`src/rtl/uart_tx.sv`:
```
// ============================================================================
//  Module   : uart_tx
//  Purpose  : FIFO-buffered 8E1 UART transmitter (start, 8 data LSB first,
//             even parity, stop) with a drift-free integer baud divider.
//  Revision : 1.0
// ============================================================================
`default_nettype none

module uart_tx #(
  parameter int CLK_FREQ   = 100000000,
  parameter int BAUD_RATE  = 115200,
  parameter int FIFO_DEPTH = 4
) (
  input  logic                               clk,
  input  logic                               rst_n,
  input  logic [7:0]                         tx_data,
  input  logic                               tx_valid,
  output logic                               tx_ready,
  output logic                               uart_o,
  output logic                               tx_busy,
  output logic [$clog2(FIFO_DEPTH+1)-1:0]    fifo_count
);

  localparam int c_cntr_lim = CLK_FREQ / BAUD_RATE;
  localparam int c_cnt_w    = (c_cntr_lim > 1) ? $clog2(c_cntr_lim) : 1;
  localparam int c_ptr_w    = (FIFO_DEPTH > 1) ? $clog2(FIFO_DEPTH) : 1;
  localparam int c_count_w  = $clog2(FIFO_DEPTH + 1);
  localparam logic [c_cnt_w-1:0]   c_cnt_last = c_cnt_w'(c_cntr_lim - 1);
  localparam logic [c_count_w-1:0] c_full     = c_count_w'(FIFO_DEPTH);

  typedef enum logic [2:0] {
    S_IDLE   = 3'd0,
    S_START  = 3'd1,
    S_DATA   = 3'd2,
    S_PARITY = 3'd3,
    S_STOP   = 3'd4
  } state_e;

  state_e               state_q, state_d;
  logic [c_cnt_w-1:0]   cnt_q, cnt_d;
  logic [2:0]           bit_idx_q, bit_idx_d;
  logic [7:0]           shift_q, shift_d;
  logic                 parity_q, parity_d;
  logic                 uart_q, uart_d;
  logic                 busy_q, busy_d;

  logic [7:0]           mem_q [FIFO_DEPTH];
  logic [c_ptr_w-1:0]   wr_ptr_q, rd_ptr_q;
  logic [c_count_w-1:0] count_q;

  logic                 w_push;
  logic                 w_pop;
  logic                 w_nonempty;
  logic                 w_tick;
  logic [7:0]           w_head;

  assign tx_ready   = rst_n && (count_q != c_full);
  assign w_push     = tx_valid && tx_ready;
  assign w_nonempty = (count_q != '0);
  assign w_tick     = (cnt_q == c_cnt_last);
  assign w_head     = mem_q[rd_ptr_q];

  assign fifo_count = count_q;
  assign uart_o     = uart_q;
  assign tx_busy    = busy_q;

  // ---------------------------------------------------------------- FIFO
  always_ff @(posedge clk) begin
    if (!rst_n) begin
      wr_ptr_q <= '0;
      rd_ptr_q <= '0;
      count_q  <= '0;
    end else begin
      if (w_push) wr_ptr_q <= wr_ptr_q + 1'b1;
      if (w_pop)  rd_ptr_q <= rd_ptr_q + 1'b1;
      case ({w_push, w_pop})
        2'b10:   count_q <= count_q + 1'b1;
        2'b01:   count_q <= count_q - 1'b1;
        default: count_q <= count_q;
      endcase
    end
  end

  always_ff @(posedge clk) begin
    if (w_push) mem_q[wr_ptr_q] <= tx_data;
  end

  // ---------------------------------------------------------------- FSM
  always_ff @(posedge clk) begin
    if (!rst_n) begin
      state_q   <= S_IDLE;
      cnt_q     <= '0;
      bit_idx_q <= '0;
      shift_q   <= '0;
      parity_q  <= 1'b0;
      uart_q    <= 1'b1;
      busy_q    <= 1'b0;
    end else begin
      state_q   <= state_d;
      cnt_q     <= cnt_d;
      bit_idx_q <= bit_idx_d;
      shift_q   <= shift_d;
      parity_q  <= parity_d;
      uart_q    <= uart_d;
      busy_q    <= busy_d;
    end
  end

  always_comb begin
    state_d   = state_q;
    cnt_d     = w_tick ? '0 : cnt_q + 1'b1;
    bit_idx_d = bit_idx_q;
    shift_d   = shift_q;
    parity_d  = parity_q;
    w_pop     = 1'b0;

    unique case (state_q)
      S_IDLE: begin
        cnt_d = '0;
        if (w_nonempty) begin
          w_pop    = 1'b1;
          shift_d  = w_head;
          parity_d = ^w_head;
          state_d  = S_START;
        end
      end
      S_START: begin
        if (w_tick) begin
          bit_idx_d = '0;
          state_d   = S_DATA;
        end
      end
      S_DATA: begin
        if (w_tick) begin
          shift_d   = {1'b0, shift_q[7:1]};
          bit_idx_d = bit_idx_q + 1'b1;
          if (bit_idx_q == 3'd7) state_d = S_PARITY;
        end
      end
      S_PARITY: begin
        if (w_tick) state_d = S_STOP;
      end
      S_STOP: begin
        if (w_tick) begin
          if (w_nonempty) begin
            w_pop    = 1'b1;
            shift_d  = w_head;
            parity_d = ^w_head;
            state_d  = S_START;
          end else begin
            state_d  = S_IDLE;
          end
        end
      end
      default: begin
        cnt_d   = '0;
        state_d = S_IDLE;
      end
    endcase

    // Line level follows the next state so uart_o is a plain register.
    unique case (state_d)
      S_START:  uart_d = 1'b0;
      S_DATA:   uart_d = shift_d[0];
      S_PARITY: uart_d = parity_d;
      default:  uart_d = 1'b1;
    endcase
    busy_d = (state_d != S_IDLE);
  end

endmodule

`default_nettype wire

```
`config.mk`:
```
export PLATFORM = sky130hd
export DESIGN_NAME = uart_tx
export DESIGN_NICKNAME = d
export VERILOG_FILES = /design/src/rtl/uart_tx.sv
export SDC_FILE = /design/constraint.sdc
export NUM_CORES = 1
export LEC_CHECK = 0
export ABC_CLOCK_PERIOD_IN_PS = 6300
export CORE_MARGIN = 1
export CORE_UTILIZATION = 50
export CTS_CLUSTER_SIZE = 16
export DETAILED_ROUTE_END_ITERATION = 7
export PLACE_DENSITY = 0.69
export SKIP_CTS_REPAIR_TIMING = 1
export SYNTH_ARGS = -nofsm -noshare
export SYNTH_HDL_FRONTEND = slang
export SYNTH_SLANG_ARGS = --single-unit
```
`constraint.sdc`:
```
create_clock -name clk -period 6.3 [get_ports clk]
set_input_delay 0.945 -clock clk [delete_from_list [all_inputs] [get_ports clk]]
set_output_delay 0.945 -clock clk [all_outputs]
set_load 0.005 [all_outputs]
```
Word-level counts from Yosys, hierarchy flattened
Memory sizes are Yosys's and may differ from the RTL's. A register that Yosys moved wholly into a read port is not among the register bits.
Cells that the tools add are included.
{ "word_totals": {"elab_cells": 75, "output_inout_bits": 6, "n_memories": 1, "ram_bits": 32, "inputBits": 11, "reg_bits": 34} }
{ "memory_table": {"columns": ["memory", "words", "word_bits", "rd", "rd_clocked_by_memory_dff", "write_ports", "line", "rtl"], "rows": [
  ["mem_q", 4, 8, 1, 1, 1, "47", "logic [7:0] mem_q [FIFO_DEPTH];"]
]} }
{ "op_classes": {"n_reduce_logical": 13, "bitwise_logic": 2, "eq_ne": 15, "addsub": 6, "muxes": 27} }
{ "op_table": {"columns": ["op", "count"], "rows": [
  ["3-bit 2-to-1 mux", 8],
  ["8-bit 2-to-1 mux", 3],
  ["8-bit one-hot mux with 3 select lines", 1],
  ["3-bit one-hot mux with 5 select lines", 1],
  ["3-bit by 2-bit equality test with 1-bit output, second input constant", 4],
  ["3-bit one-hot mux with 2 select lines", 2],
  ["10-bit by 1-bit adder with 10-bit output, second input constant", 1],
  ["10-bit equality test, second input constant", 1],
  ["3-bit nonzero test", 3],
  ["8-bit parity", 1],
  ["1-bit 2-to-1 mux", 7],
  ["3-bit by 1-bit adder with 3-bit output, second input constant", 2],
  ["3-bit by 1-bit equality test with 1-bit output, second input constant", 2],
  ["3-bit equality test, second input constant", 2],
  ["2-bit inequality test, second input constant", 3],
  ["3-bit AND reduction", 2],
  ["2-bit by 1-bit adder with 2-bit output, second input constant", 2],
  ["2-bit 2-to-1 mux", 2],
  ["1-bit one-hot mux with 2 select lines", 2],
  ["2-bit nonzero test", 2],
  ["4-bit OR reduction", 1],
  ["3-bit zero test", 1],
  ["3-bit inequality test, second input constant", 1],
  ["1-bit one-hot mux with 3 select lines", 1],
  ["6 further kinds", 8]
]} }

Logic depth before layout (Yosys ltp)
Gate-level depths: netlist of the first run.
{ "logic_depth": {"word_depth": 6, "ltp_mapped": 11, "depth_no_buf": 10} }

Worst setup path after synthesis of the first run
No wires, ideal clock.
{ "synth_path": {"path_type": "reg-to-reg", "from": "register cnt_q[0]", "to": "register count_q[2] (netlist: fifo_count[2])", "n_path_buf": 1, "synth_period_minus_slack_ns": 2.781, "setup_time_ns": 0.071, "stages_incl_launch_ff": 12, "required_ns": 6.229, "setup_slack_ns": 3.519, "arrival_ns": 2.710, "path_cell_list": "dfxtp_1 ha_1 and4bb_4 nand3_4 a2111oi_4 buf_6 ha_1 inv_1 fa_1 xor2_1 or3_1 a21oi_1"} }
{ "synth_via": {"elab_chain_len": 5, "elab_cells_between_ends": 7, "classes_between": "eq/ne (3); mux (3); reduce/logical (1)"} }
{ "synth_lines": {"columns": ["item", "line", "rtl"], "rows": [
  ["start, declared", "40", "logic [c_cnt_w-1:0] cnt_q, cnt_d;"],
  ["start signal, assigned", "100", "cnt_q <= cnt_d;"],
  ["10-bit equality test (*)", "60", "assign w_tick = (cnt_q == c_cnt_last);"],
  ["1-bit 2-to-1 mux (*)", "144", "if (w_tick) begin"],
  ["1-bit one-hot mux with 2 select lines (*)", "117", "unique case (state_q)"],
  ["named net w_pop", "52", "logic w_pop;"],
  ["2-bit by 1-bit equality test with 1-bit output / 2-bit equality test (equally long branches)", "76", "case ({w_push, w_pop})"],
  ["3-bit one-hot mux with 2 select lines / 2-bit nonzero test (equally long branches)", null, null],
  ["end signal, assigned", "77", "2'b10: count_q <= count_q + 1'b1;"],
  ["end signal, assigned", "78", "2'b01: count_q <= count_q - 1'b1;"],
  ["end signal, assigned", "79", "default: count_q <= count_q;"],
  ["end, declared", "49", "logic [c_count_w-1:0] count_q;"]
]} }
Mark *: on every way through the listed nets, which the timed path passes. The rest lies on a longest branch.
A chain may end at the register's enable or synchronous reset.

Final worst setup path of the first run
{ "layout_path": {"from": "input port rst_n", "to": "output port tx_ready"} }
{ "layout_via": {"elab_chain_len": 1} }
{ "layout_lines": {"columns": ["item", "line", "rtl"], "rows": [
  ["start, declared", "15", "input logic rst_n,"],
  ["1-bit logical AND", "57", "assign tx_ready = rst_n && (count_q != c_full);"],
  ["end, declared", "18", "output logic tx_ready,"]
]} }
Every way passes these cells.

==> flow_summary.yaml, run 1 <==
logic_synthesis:
  synth_seq_cells: 68
  seq_area_frac_synth: 0.573
  yosysWarnings: 0
  synth_commonest_cells: "dfxtp_1, edfxtp_1, nor2_1"
  synth.most_common_cell: "dfxtp_1"
  synth_top_area_frac: 0.327
  synth-async-reset-ratio: 0
  yosysUniqueCellTypes: 43
  synthCells: 236
  synth_edf_count: 32
  ys.flop_type: "dfxtp_1"
  postSynthAreaPerCell_um2: 12.4
  synth_top_cell_by_area: "edfxtp_1"
  synth_area_mm2: 0.00294
  yosys-top-cells-area: "edfxtp_1, dfxtp_1, mux4_2"
  syn_nets: 256
layout:
  syn_to_final_growth_pct: 12.8
  fin_nets: 274
  drive_gt1_frac: 0.124
  fillers: 485
  seq_area_mm2: 0.00168
  multi_input_area_mm2: 0.00116
  stdcell_area_mm2: 0.00331
  diodes: 0
global_route:
  overflow: 0
  grt_usage: 0.178
  grt_pass1_wl_um: 8100
  grt_max_degree: 23
  grt_pass1_vias: 1707
  antenna_found_initial: 0
placed_design:
  dpl-instance-area_mm2: 0.00314
  numPortBuffers: 16
  place_hpwl_um: 3180
  gp_congestion: 0.802
die:
  dieArea_mm2: 0.00618
  rows: 27
  initial_core_util: 0.527
  fp.dieH_um: 78.6
  boundaryPins: 17
  die_w_um: 78.6
  core-area_mm2: 0.00557
timing:
  slew-limit-headroom: 0.518
  max_freq_mhz: 260
  report.final.slew_viol_count: 0
  post-route-min-period_ns: 3.85
  fin_skew_ns: 0.00400
  finalCritPeriodShare: 0.611
  fin_setup_tns_ns: 0
  rsz0062_at_grt: "false"
  hold_viol_final: 0
  worst_pin_slew_ns: 0.722
  setup_violations: 0
drt:
  drt_first_pass_iters: 4
  vias_per_cell: 5.50
  drtIter0Drc: 138
  antenna_left: 0
  wl_um: 4800
  num_vias: 1819
  post_drt_wl_per_cell_um: 14.5
  drc: 0
min_path:
  holdPathStages: 1
  hold_start: "cnt_q[0]"
  hold_class: "flip-flop to flip-flop"
  hold_end: "cnt_q[0]"
power_and_ir_drop:
  power_density_mw_per_mm2: 392
  p_leak_nw: 1.14
  max-vdd-ir-drop_mv: 0.184
  power.total_w: 0.00130
worst_setup_path:
  reg2reg_to: "fifo_count[2]"
  reg2reg_from: "cnt_q[0]"
  slowest_delay_ns: 0.58
  critPathKind: "input port to output port"
  crit_path_frequent_cell: "clkdlybuf4s50_1"
  crit_chain: "clkdlybuf4s50_1, inv_1, a31oi_1, clkdlybuf4s50_1"
  cp_data_arrival_time_ns: 2.90
  critPathMaxFanout: 22
  slowest_stage: "clkdlybuf4s50_1"
  critPathCaptureType: "output port"
  startpoint_type: "input port"
  reg2reg_slack_ns: 3.02
  cp.required_ns: 5.35
  r2r.worst_path.cells: 10
run_status:
  outcome: "finished, final reports clean"
clock_tree:
  clk_latency_ns: 0.34
  clk_path_buf_depth: 2
  htreeDepth: 3
  cts_sinks: 68
  cts_buffers: 9
  cts-root-buf: "clkbuf_8"
  path_clk_slew_ns: 0.07
  cts_tree: "built"
flow_run:
  cap_viol_max_count: 0
[sequential cells by signal (all words and copies together), names as in the netlist, named ones only]
register / flops
bit_idx_q: 3
cnt_q: 10
fifo_count: 3
mem_q: 32
parity_q: 1
rd_ptr_q: 2
shift_q: 8
state_q: 3
tx_busy: 1
uart_o: 1
wr_ptr_q: 2
[report_power, final]
part / switching (W) / leakage (nW) / internal, W
clock: 0.000157 / 0.0804 / 0.000150
combinational: 0.000190 / 0.476 / 0.000213
sequential: 0.0000609 / 0.584 / 0.000525
total: 0.000408 / 1.14 / 0.000888
[layout by cell type, fill, tap and decap left out, types with 2 or more instances in the layout]
cell / synthesis / routed
nand2b_1: 2 / 2
a2bb2oi_1: 3 / 3
nor3_2: 4 / 4
clkbuf_8: 0 / 10
nand3_1: 5 / 5
or3_1: 3 / 3
ha_1: 8 / 8
or2_2: 2 / 2
o21ai_1: 2 / 2
clkinvlp_4: 0 / 2
xnor2_1: 12 / 12
edfxtp_1: 32 / 32
and2_1: 3 / 3
a31oi_1: 5 / 5
and3_1: 6 / 6
xor2_1: 9 / 9
o21ai_0: 5 / 5
nor2_1: 30 / 30
mux4_2: 8 / 8
inv_1: 12 / 12
a222oi_1: 6 / 6
a21oi_1: 8 / 8
dfxtp_1: 36 / 36
nand4_1: 4 / 4
nor2b_1: 2 / 2
clkinv_1: 0 / 2
clkdlybuf4s50_1: 0 / 16
nand2_1: 5 / 5
[cell families (layout without fill, tap and decap cells)]
group	after synthesis	after routing	synth area share
buffers and inverters	21	44	0.0303
muxes	9	9	0.0648
adders and majority gates	10	10	0.0443
and+or+nand+nor	71	71	0.133
DFF	68	68	0.573
AOI/OAI and AO/OA	36	36	0.0917
xor gates and xnor gates	21	21	0.0627
[metrics by stage]
step,instances,hold WS [ns],util,worst slack (ns)
6_report,331,0.457,0.594,2.45
5_1_grt,331,0.486,0.594,2.28
3_3_place_gp,315,0.441,0.564,2.52
3_5_place_dp,315,0.450,0.564,2.46
4_1_cts,331,0.466,0.594,2.47
2_1_floorplan,236,0.426,-,3.52
[layout make-up]
cell class / count / share of cell area
timing repair buffer: 16 / 0.0484
tap: 72 / 0.0272
clock buffer: 11 / 0.0427
sequential: 68 / 0.508
multi-input combinational: 147 / 0.352
inverter: 12 / 0.0136
clock inverter: 5 / 0.00831
[per-layer routing]
| layer | share of wire | global-route usage |
|---|---|---|
| met1 | 0.49 | 0.238 |
| met5 | 0 | 0 |
| met3 | 0.028 | 0.0419 |
| met4 | 0.027 | 0.111 |
| met2 | 0.45 | 0.261 |
[worst max path at each step]
stage | startpoint | to
floorplan | cnt_q[0] | fifo_count[2]
global placement | rst_n | tx_ready
detailed placement | rst_n | fifo_count[2]
CTS | rst_n | tx_ready
global route | rst_n | tx_ready
finish | rst_n | tx_ready
[worst max-delay path, delay by kind of cell]
family	cells	cell delay, ns
buffers and inverters	3	1.47
AO/OA/AOI/OAI	1	0.48
Note: power is estimated with default switching activity, not from simulation.
==> inputs of run 2 (changes only) <==
--- a/config.mk
+++ b/config.mk
@@ -5,7 +5,7 @@
 export SDC_FILE = /design/constraint.sdc
 export NUM_CORES = 1
 export LEC_CHECK = 0
-export ABC_CLOCK_PERIOD_IN_PS = 6300
+export ABC_CLOCK_PERIOD_IN_PS = 3800
 export CORE_MARGIN = 1
 export CORE_UTILIZATION = 50
 export CTS_CLUSTER_SIZE = 16
==> constraint.sdc (replaced) <==
create_clock -name clk -period 3.8 [get_ports clk]
set_input_delay 0.57 -clock clk [delete_from_list [all_inputs] [get_ports clk]]
set_output_delay 0.57 -clock clk [all_outputs]
set_load 0.005 [all_outputs]
==> flow_summary.yaml, run 2 (same netlist as run 1, synthesis figures left out) <==
run_status:
  outcome: "finished, final reports clean"
layout:
  final_cell_mix: "dfxtp_1, edfxtp_1, nor2_1"
  top_regs: "mem_q (32), cnt_q (10), shift_q (8)"
  final_common_cell: "dfxtp_1"
  fin_nets: 276
  drive_gt1_frac: 0.134
  top_register: "mem_q"
  stdcell_area_mm2: 0.00335
  diodes: 0
  stdcell_count: 333
  syn_to_final_growth_pct: 14.1
  largest_reg_flops: 32
worst_setup_path:
  path_depth: 11
  critPathBufInv: 2
  startpoint_type: "flip-flop"
  slowest_stage: "a2111oi_4"
  path_delay_family: "adder cells"
  critPathKind: "flip-flop to flip-flop"
  crit_path_frequent_cell: "ha_1"
  reg2reg_from: "cnt_q[0]"
  slowest_delay_ns: 0.37
  crit_path_start: "cnt_q[0]"
  critPathCaptureType: "flip-flop"
  r2r.worst_path.cells: 11
  cp_data_arrival_time_ns: 3.21
  critPathMaxFanout: 12
  crit_chain: "ha_1, and4bb_4, nand3_4, a2111oi_4, buf_4, ha_1, inv_1, fa_1, xor2_1, or3_1, a21oi_1"
  cp.required_ns: 4.08
die:
  die_w_um: 78.6
  rows: 27
  boundaryPins: 17
  core-area_mm2: 0.00557
  initial_core_util: 0.527
  dieArea_mm2: 0.00618
  fp.dieH_um: 78.6
placed_design:
  place_hpwl_um: 3220
  dp_cells: 317
  numPortBuffers: 16
  dpl-instance-area_mm2: 0.00316
  gp_congestion: 0.773
drt:
  num_vias: 1799
  drt_first_pass_iters: 7
  wl_met3_um: 224
  drtIter0Drc: 90
  antenna_left: 0
  vias_per_cell: 5.40
  post_drt_wl_per_cell_um: 14.1
  drc: 0
  maxUsedRoutingLayer: "met4"
  wl_um: 4690
  met1_length_um: 2210
  wl_met2_um: 2170
timing:
  setup_violations: 0
  max_freq_mhz: 341
  hold_viol_final: 0
  fin_setup_tns_ns: 0
  rsz0062_at_grt: "false"
  worst_pin_slew_ns: 0.615
  post-route-min-period_ns: 2.93
  fin_skew_ns: 0.00566
  slew-limit-headroom: 0.588
  finalCritPeriodShare: 0.772
  holdWs_ns: 0.461
  report.final.slew_viol_count: 0
global_route:
  grt_pass1_wl_um: 8010
  grt_pass1_vias: 1743
  overflow: 0
  grt_max_degree: 22
  antenna_found_initial: 0
  grt_usage: 0.175
power_and_ir_drop:
  p_leak_nw: 1.16
  power_density_mw_per_mm2: 661
  max-vdd-ir-drop_mv: 0.371
clock_tree:
  cts_buffers: 9
  cts_sinks: 68
  htreeDepth: 3
  cts-root-buf: "clkbuf_8"
  clk_path_buf_depth: 2
  path_clk_slew_ns: 0.07
  cts_tree: "built"
  clk_latency_ns: 0.34
flow_run:
  cap_viol_max_count: 0
min_path:
  holdPathStages: 1
  hold_class: "flip-flop to flip-flop"
  hold_start: "cnt_q[0]"
==> run 2: path summary, 6_finish.rpt <==
kind              endpoint  slack (ns)
min               cnt_q[0]        0.46
max reg2reg  fifo_count[2]        0.87
max          fifo_count[2]        0.87
min reg2reg       cnt_q[0]        0.46
==> run 2: report_power, final <==
part	internal, W	total (W)	switching (W)
clock network	0.000301	0.000565	0.000263
registers	0.000871	0.000972	0.000101
logic	0.000365	0.000677	0.000312
total	0.00154	0.00221	0.000676
==> run 2: final cells by class <==
type / count / area [um^2]
Clock inverter: 6 / 65.1
Multi-Input combinational cell: 147 / 1160
Inverter: 12 / 45.0
Clock buffer: 10 / 128
Fill cell: 453 / 2220
Tap cell: 72 / 90.1
Sequential cell: 68 / 1680
Timing Repair Buffer: 18 / 175
==> run 2: layer usage <==
layer  up-vias  track usage
met2        38        0.265
met3         9       0.0640
met1       844        0.224
met4         0       0.0759
met5         -            0
li1        908            -
==> run 2: metrics by stage <==
step                      total power (W)  utilization  setup WS (ns)
after floorplan                   0.00151            -           1.02
after global placement            0.00166        0.566          0.927
after detailed placement          0.00167        0.566          0.858
after CTS                         0.00224        0.601          0.848
after global routing              0.00236        0.601          0.675
final                             0.00221        0.601          0.868
